**config.mk**
```make
export PLATFORM = sky130hd
export DESIGN_NAME = cic_interp
export DESIGN_NICKNAME = d
export VERILOG_FILES = /design/src/rtl/cic_interp.sv
export SDC_FILE = /design/constraint.sdc
export NUM_CORES = 2
export LEC_CHECK = 0
export CORE_MARGIN = 2
export CORE_UTILIZATION = 35
export CTS_BUF_LIST = sky130_fd_sc_hd__clkbuf_8 sky130_fd_sc_hd__clkbuf_16
export CTS_CLUSTER_SIZE = 20
export DETAILED_ROUTE_END_ITERATION = 10
export MAX_ROUTING_LAYER = met4
export PLACE_DENSITY = 0.47
export SYNTH_ARGS = -nofsm -noshare
export SYNTH_HDL_FRONTEND = slang
export SYNTH_SLANG_ARGS = --single-unit
```
**constraint.sdc**
```tcl
create_clock -name clk_i -period 6.1 [get_ports clk_i]
set_input_delay 1.22 -clock clk_i [delete_from_list [all_inputs] [get_ports clk_i]]
set_output_delay 1.22 -clock clk_i [all_outputs]
set_load 0.03 [all_outputs]
```
**src/rtl/cic_interp.sv**
```systemverilog
// cic_interp: N-stage CIC interpolator with runtime rate R, valid/ready input pacing and sticky underrun.
// Define CIC_INTERP_ROUND_EN for round-half-up output with positive saturation; otherwise truncation.
module cic_interp #(
  parameter int DATAIN_WIDTH  = 16,
  parameter int DATAOUT_WIDTH = 16,
  parameter int M             = 2,
  parameter int N             = 5,
  parameter int MAXRATE       = 64,
  parameter int bitgrowth     = 29
) (
  input  logic                               clk_i,
  input  logic                               rst_n_i,
  input  logic                               en_i,
  input  logic [$clog2(MAXRATE+1)-1:0]       rate_i,
  input  logic [DATAIN_WIDTH-1:0]            data_i,
  input  logic                               valid_i,
  output logic                               ready_o,
  output logic [DATAOUT_WIDTH-1:0]           data_o,
  output logic                               val_o,
  output logic                               underrun_o
);
  localparam int W  = DATAIN_WIDTH + bitgrowth;
  localparam int RW = $clog2(MAXRATE + 1);

  logic [RW-1:0]            cnt_q, rate_q, cnt_d, rate_d;
  logic                     underrun_q, stuff_q, val_q, acc;
  logic [DATAOUT_WIDTH-1:0] data_q, data_d;
  logic [W-1:0]             sampler_q, x;
  logic [W-1:0]             pipe_q   [N];
  logic [W-1:0]             integ_q  [N];
  logic [W-1:0]             dly_q    [N][M];
  logic [W-1:0]             stage_in [N];

  assign ready_o    = cnt_q == '0;
  assign acc        = en_i & ready_o;
  assign cnt_d      = cnt_q == rate_q - RW'(1) ? '0 : cnt_q + RW'(1);
  assign rate_d     = rate_i == '0 ? RW'(1) : rate_i > RW'(MAXRATE) ? RW'(MAXRATE) : rate_i;
  assign x          = valid_i ? {{bitgrowth{data_i[DATAIN_WIDTH-1]}}, data_i} : '0;
  assign data_o     = data_q;
  assign val_o      = val_q;
  assign underrun_o = underrun_q;

  always_comb begin
    stage_in[0] = sampler_q;
    for (int i = 1; i < N; i++) stage_in[i] = pipe_q[i-1];
  end

`ifdef CIC_INTERP_ROUND_EN
  localparam logic [W-1:0] HALF = W'(1) << (bitgrowth - 1);
  logic [W-1:0] rnd;
  assign rnd    = integ_q[N-1] + HALF;
  // Only a positive value can cross the top when adding a positive half-LSB
  assign data_d = (~integ_q[N-1][W-1] & rnd[W-1]) ? {1'b0, {(DATAOUT_WIDTH-1){1'b1}}} : rnd[W-1 -: DATAOUT_WIDTH];
`else
  assign data_d = integ_q[N-1][W-1 -: DATAOUT_WIDTH];
`endif

  always_ff @(posedge clk_i or negedge rst_n_i) begin
    if (!rst_n_i) begin
      cnt_q      <= '0;
      rate_q     <= RW'(1);
      underrun_q <= 1'b0;
      stuff_q    <= 1'b0;
      val_q      <= 1'b0;
      data_q     <= '0;
      sampler_q  <= '0;
      for (int i = 0; i < N; i++) begin
        pipe_q[i]  <= '0;
        integ_q[i] <= '0;
        for (int j = 0; j < M; j++) dly_q[i][j] <= '0;
      end
    end else begin
      val_q <= en_i;
      if (en_i) begin
        cnt_q      <= cnt_d;
        stuff_q    <= acc;
        data_q     <= data_d;
        if (ready_o) rate_q <= rate_d;
        integ_q[0] <= integ_q[0] + (stuff_q ? pipe_q[N-1] : '0);
        for (int i = 1; i < N; i++) integ_q[i] <= integ_q[i] + integ_q[i-1];
        if (acc) begin
          underrun_q <= underrun_q | ~valid_i;
          sampler_q  <= x;
          for (int i = 0; i < N; i++) begin
            pipe_q[i]   <= stage_in[i] - dly_q[i][M-1];
            dly_q[i][0] <= stage_in[i];
            for (int j = 1; j < M; j++) dly_q[i][j] <= dly_q[i][j-1];
          end
        end
      end
    end
  end
endmodule

```
; ---- After elaboration in Yosys (flattened, before gate mapping)
; Cells that the tools add are included.
[word_totals]
reg_bits = 978
elab_cells = 53
[classes]
n_addsub = 12
magnitude_cmp = 1
n_eq_ne = 1
n_mux = 5
bitwise_logic = 3
n_reduce_logical = 4
[ops]
columns = cell, n
row1 = $add 45x45->45, 5
row2 = $sub 45x45->45, 5
row3 = $mux 45, 2
row4 = $mux 7, 3
row5 = $logic_not 7->1, 2
row6 = $add 7x1->7 const B, 1
row7 = $eq 7x7->1, 1
row8 = $gt 7x7->1 const B, 1
row9 = $sub 7x1->7 const B, 1
row10 = $reduce_and 2->1, 2
row11 = $and 1x1->1, 1
row12 = $not 1->1, 1
row13 = $or 1x1->1, 1

; ---- Depth between registers and ports, before layout
[logic_depth]
depth_word = 3
mapped_depth = 17
mapped_depth_nobuf = 17

; ---- Worst setup path after synthesis
; OpenSTA, ideal clock, no wires.
[synth_timing]
kind = register to register
start = reg stuff_q
end = reg integ_q[224] (netlist bit)
setup_ps = 129
t_arrival_ps = 3329
path_slack_ps = 2642
path_stages_with_launch = 17
path_buffers = 2
path_cell_list = dfrtp_1 clkbuf_1 clkbuf_1 and2_1 ha_1 fa_1 a21oi_1 o211ai_1 and3_1 o21ai_1 o21a_1 o21ai_0 a221oi_1 o21ai_0 xor2_1 o21ai_0 o21ai_0
[synth_between]
elab_chain_len = 2
[synth_rtl]
columns = item, line_no
row1 = "start, declared", 26  ; logic underrun_q, stuff_q, val_q, acc;
row2 = "start signal, assigned", 63  ; stuff_q <= 1'b0;
row3 = "start signal, assigned", 76  ; stuff_q <= acc;
row4 = $mux 45, 79  ; integ_q[0] <= integ_q[0] + (stuff_q ? pipe_q[N-1] : '0);
row5 = $add 45x45->45, 79
row6 = "end, declared", 30  ; logic [W-1:0] integ_q [N];
; Every way passes these cells.
; A chain may end at the register's enable or synchronous reset.

; ---- Worst setup path in the final report
[layout_timing]
start = reg cnt_q[0]
end = out ready_o
[layout_between]
elab_chain_len = 1
[layout_rtl]
columns = item, line_no
row1 = "start, declared", 25  ; logic [RW-1:0] cnt_q, rate_q, cnt_d, rate_d;
row2 = "start signal, assigned", 75  ; cnt_q <= cnt_d;
row3 = $logic_not 7->1, 34  ; assign ready_o = cnt_q == '0;
row4 = "end, declared", 17  ; output logic ready_o,
; Every way passes these cells.

==> run_results.csv <==
group,metric,value,unit
cts,cts_resized,0,
critical_path,r2r_cells,14,
critical_path,cp.required,4.88,ns
global_routing,top_usage_layer,"met2",
place,io_buffers,45,
global_routing,grt-ovfl-total,0,
synth,yosys.area_share.adder,0.0998,
timing,min_period_over_period,0.791,
drt,vias_per_cell,5.06,
drt,drcViolationCount,0,
drt,drtAntennaViolNets,0,
global_routing,grt_use_met3,0.0220,
flow_run,cap_violations,0,
timing,hold_viol_final,0,
critical_path,critPathMaxFanout,5,
final_layout,antenna_cells,0,
cts,cts_buffers,105,
cts,htree_num_levels,3,
global_routing,gr-usage-all-layers,0.169,
global_routing,grtUsageMet1,0.225,
critical_path,r2r_end,"integ_q[217]$_DFFE_PN0P_",
critical_path,critPathKind,"flop to primary output",
synth,synth_top_family_by_area,"compound AO/OA/AOI/OAI gates",
cts,clk_pin_slew,0.06,ns
timing,rsz0062_at_grt,"no",
timing,period_needed,4.82,ns
cts,clk_latency,0.73,ns
synth,syn-cell-area,54900,sq um
synth,synth_nets,6669,
synth,synthCells,6213,
synth,yosys.cell_types.count,84,
floorplanning,die_h,400,um
floorplanning,fp-row-count,145,
timing,fin_setup_tns,0,ns
cts,clock_sinks,891,
critical_path,r2r-start,"stuff_q$_DFFE_PN0P_",
synth,synth-simple-area-share,0.153,
critical_path,worstSetupStartpointType,"flop",
global_routing,grt_max_degree,185,
timing,maxSlewViolCount,0,
drt,routed_wl,130,mm
drt,drt_iter0_drc,2124,
timing,fmax,207,MHz
critical_path,cp.arrival,3.60,ns
status,outcome,"completed",
place,place_ws,1.92,ns
synth,yosysSeqAreaShare,0.406,
worst_hold_path,hold-path-cell-count,2,
synth,muxShareOfSynthArea,0.0439,
critical_path,r2r_slack,1.87,ns
drt,routedWlPerCell,15.7,um
synth,syn_avg_cell_area,8.83,sq um
drt,dr.pass1.iters,5,
cts,cts_setup_buffers,0,
cts,cts_tree,"built",
cts,clock_path_buffers,3,
global_routing,grt.met2_usage,0.273,
global_routing,grt_pass1_vias,41700,
timing,finalSetupViolCount,0,
floorplanning,die_area,160000,sq um
place,gp_congestion,0.856,
timing,relSlewSlack,0.204,
drt,vias,41800,
synth,synth-compound-area-share,0.193,
final_layout,layout-drive-gt1-share,0.0786,
place,hpwl,94.3,mm
cts,ctsHoldBuffers,0,
worst_hold_path,hp-class,"flop to flop",
cts,cts_root_buf,"clkbuf_16",
global_routing,grt_antenna_before_repair,0,
synth,synth_edf_count,0,
final_layout,synthToLayoutAreaGrowth,11.4,%
final_layout,fin_nets,6574,
synth,synth-seq-cells,891,
floorplanning,io_pins,46,
global_routing,grt_pass1_wl,219,mm
timing,setup_ws,1.28,ns
floorplanning,core,156000,sq um
worst_hold_path,worstHoldStart,"pipe_q[26]$_DFFE_PN0P_",
synth,synthArstFlopShare,1.00,
critical_path,cp-end-kind,"primary output",
timing,fin_skew,0.0797,ns
floorplanning,start_util,0.352,
worst_hold_path,hold_end,"pipe_q[26]$_DFFE_PN0P_",
synth,synth_ff_type,"dfrtp_1",
synth,synthXorXnorAreaFrac,0.0616,
timing,holdWs,0.467,ns
timing,worst_pin_slew,1.19,ns
floorplanning,die_w,400,um
synth,synth-warning-count,0,
[registers in the layout, summed over array words and instances (netlist names)]
register and count:
stuff_q 1, integ_q 209, sampler_q 16, val_o 1, rate_q 7, cnt_q 7, pipe_q 225, data_d 16
data_o 16, underrun_o 1, dly_q 392
[how the worst max path moves through the flow]
stage | from | to | slack, ns | cells after the start
after floorplan | stuff_q$_DFFE_PN0P_ | integ_q[224]$_DFFE_PN0P_ | 2.64 | 16
after global placement | stuff_q$_DFFE_PN0P_ | integ_q[224]$_DFFE_PN0P_ | 1.84 | 15
after detailed placement | cnt_q[0]$_DFFE_PN0P_ | ready_o | 1.92 | 5
after CTS | cnt_q[0]$_DFFE_PN0P_ | ready_o | 1.11 | 5
after global routing | cnt_q[1]$_DFFE_PN0P_ | ready_o | 1.07 | 5
final | cnt_q[0]$_DFFE_PN0P_ | ready_o | 1.28 | 5
[layout by cell type, fill, tap and decap left out, types with 36 or more instances in the layout]
cell type        synthesis  routed
nand2_1               1287    1286
dfrtp_1                890     890
o21ai_0                582     582
a21oi_1                458     458
ha_1                   415     415
inv_1                  320     342
a21o_1                 250     250
xnor2_1                231     231
mux2_2                 213     213
nor2_1                 202     202
xor2_1                 155     155
clkbuf_16                0     108
nand3_1                 95      95
nand4_1                 78      78
o21bai_1                60      60
and2_1                  57      57
a31oi_1                 51      51
o21a_1                  47      47
nor3_1                  45      45
clkdlybuf4s50_1          0      43
nor2b_1                 42      42
nand2b_1                40      40
o211ai_1                37      37
o31ai_1                 36      36
[worst max-delay path, cell delays in order (launching register included)]
cell and delay, ns:
dfrtp_1 0.43, inv_1 0.09, ha_1 0.13, or4b_2 0.63, nor3_1 0.56, clkdlybuf4s50_1 1.02
[cells in the mapped netlist (all sizes together) (37+ instances only)]
| library cell | number | area (sq um) |
|---|---|---|
| nand2 | 1287 | 4830 |
| dfrtp | 890 | 22300 |
| o21ai | 601 | 3030 |
| a21oi | 461 | 2320 |
| ha | 415 | 5190 |
| inv | 320 | 1200 |
| clkbuf | 279 | 1050 |
| a21o | 250 | 1880 |
| xnor2 | 231 | 2020 |
| mux2 | 213 | 2400 |
| nor2 | 202 | 758 |
| xor2 | 155 | 1360 |
| nand3 | 95 | 475 |
| nand4 | 78 | 488 |
| o21bai | 60 | 450 |
| and2 | 57 | 357 |
| a31oi | 52 | 332 |
| o21a | 47 | 353 |
| nor3 | 46 | 235 |
| nor2b | 42 | 263 |
| nand2b | 40 | 250 |
| o31ai | 38 | 295 |
| o211ai | 37 | 278 |
[metal layers]
| layer | share of wire | vias to the layer above | wire length, um |
|---|---|---|---|
| li1 | - | 21400 | - |
| met1 | 0.49 | 19800 | 63000 |
| met2 | 0.47 | 399 | 60600 |
| met3 | 0.022 | 201 | 2900 |
| met4 | 0.025 | 0 | 3300 |
| met5 | 0 | - | 0 |
[stage by stage]
step / area, sq um / util / std cells
after floorplan: 54900 / - / 6213
after global placement: 57300 / 0.367 / 8069
after detailed placement: 57300 / 0.367 / 8069
after CTS: 61100 / 0.392 / 8267
after global routing: 61100 / 0.392 / 8267
final: 61100 / 0.392 / 8267
[layout make-up]
| type | count | area (sq um) |
|---|---|---|
| tap | 2058 | 2570 |
| timing repair buffer | 90 | 961 |
| sequential | 891 | 22300 |
| multi-input combinational | 4710 | 30300 |
| inverter | 320 | 1200 |
| fill | 15800 | 94900 |
| clock inverter | 69 | 807 |
| clock buffer | 129 | 2990 |
[logic make-up (layout without fill, tap and decap cells)]
group                    after synthesis  in the layout
buffers and inverters                612            608
AO/OA/AOI/OAI                       1731           1731
AND/OR/NAND/NOR                     1950           1950
adder cells (fa/ha/maj)              429            429
XOR/XNOR                             386            386
flip-flops                           891            891
multiplexers                         214            214
Power is not shown: default switching activity piles up to over one toggle a cycle in this logic, so the estimate is an artifact.
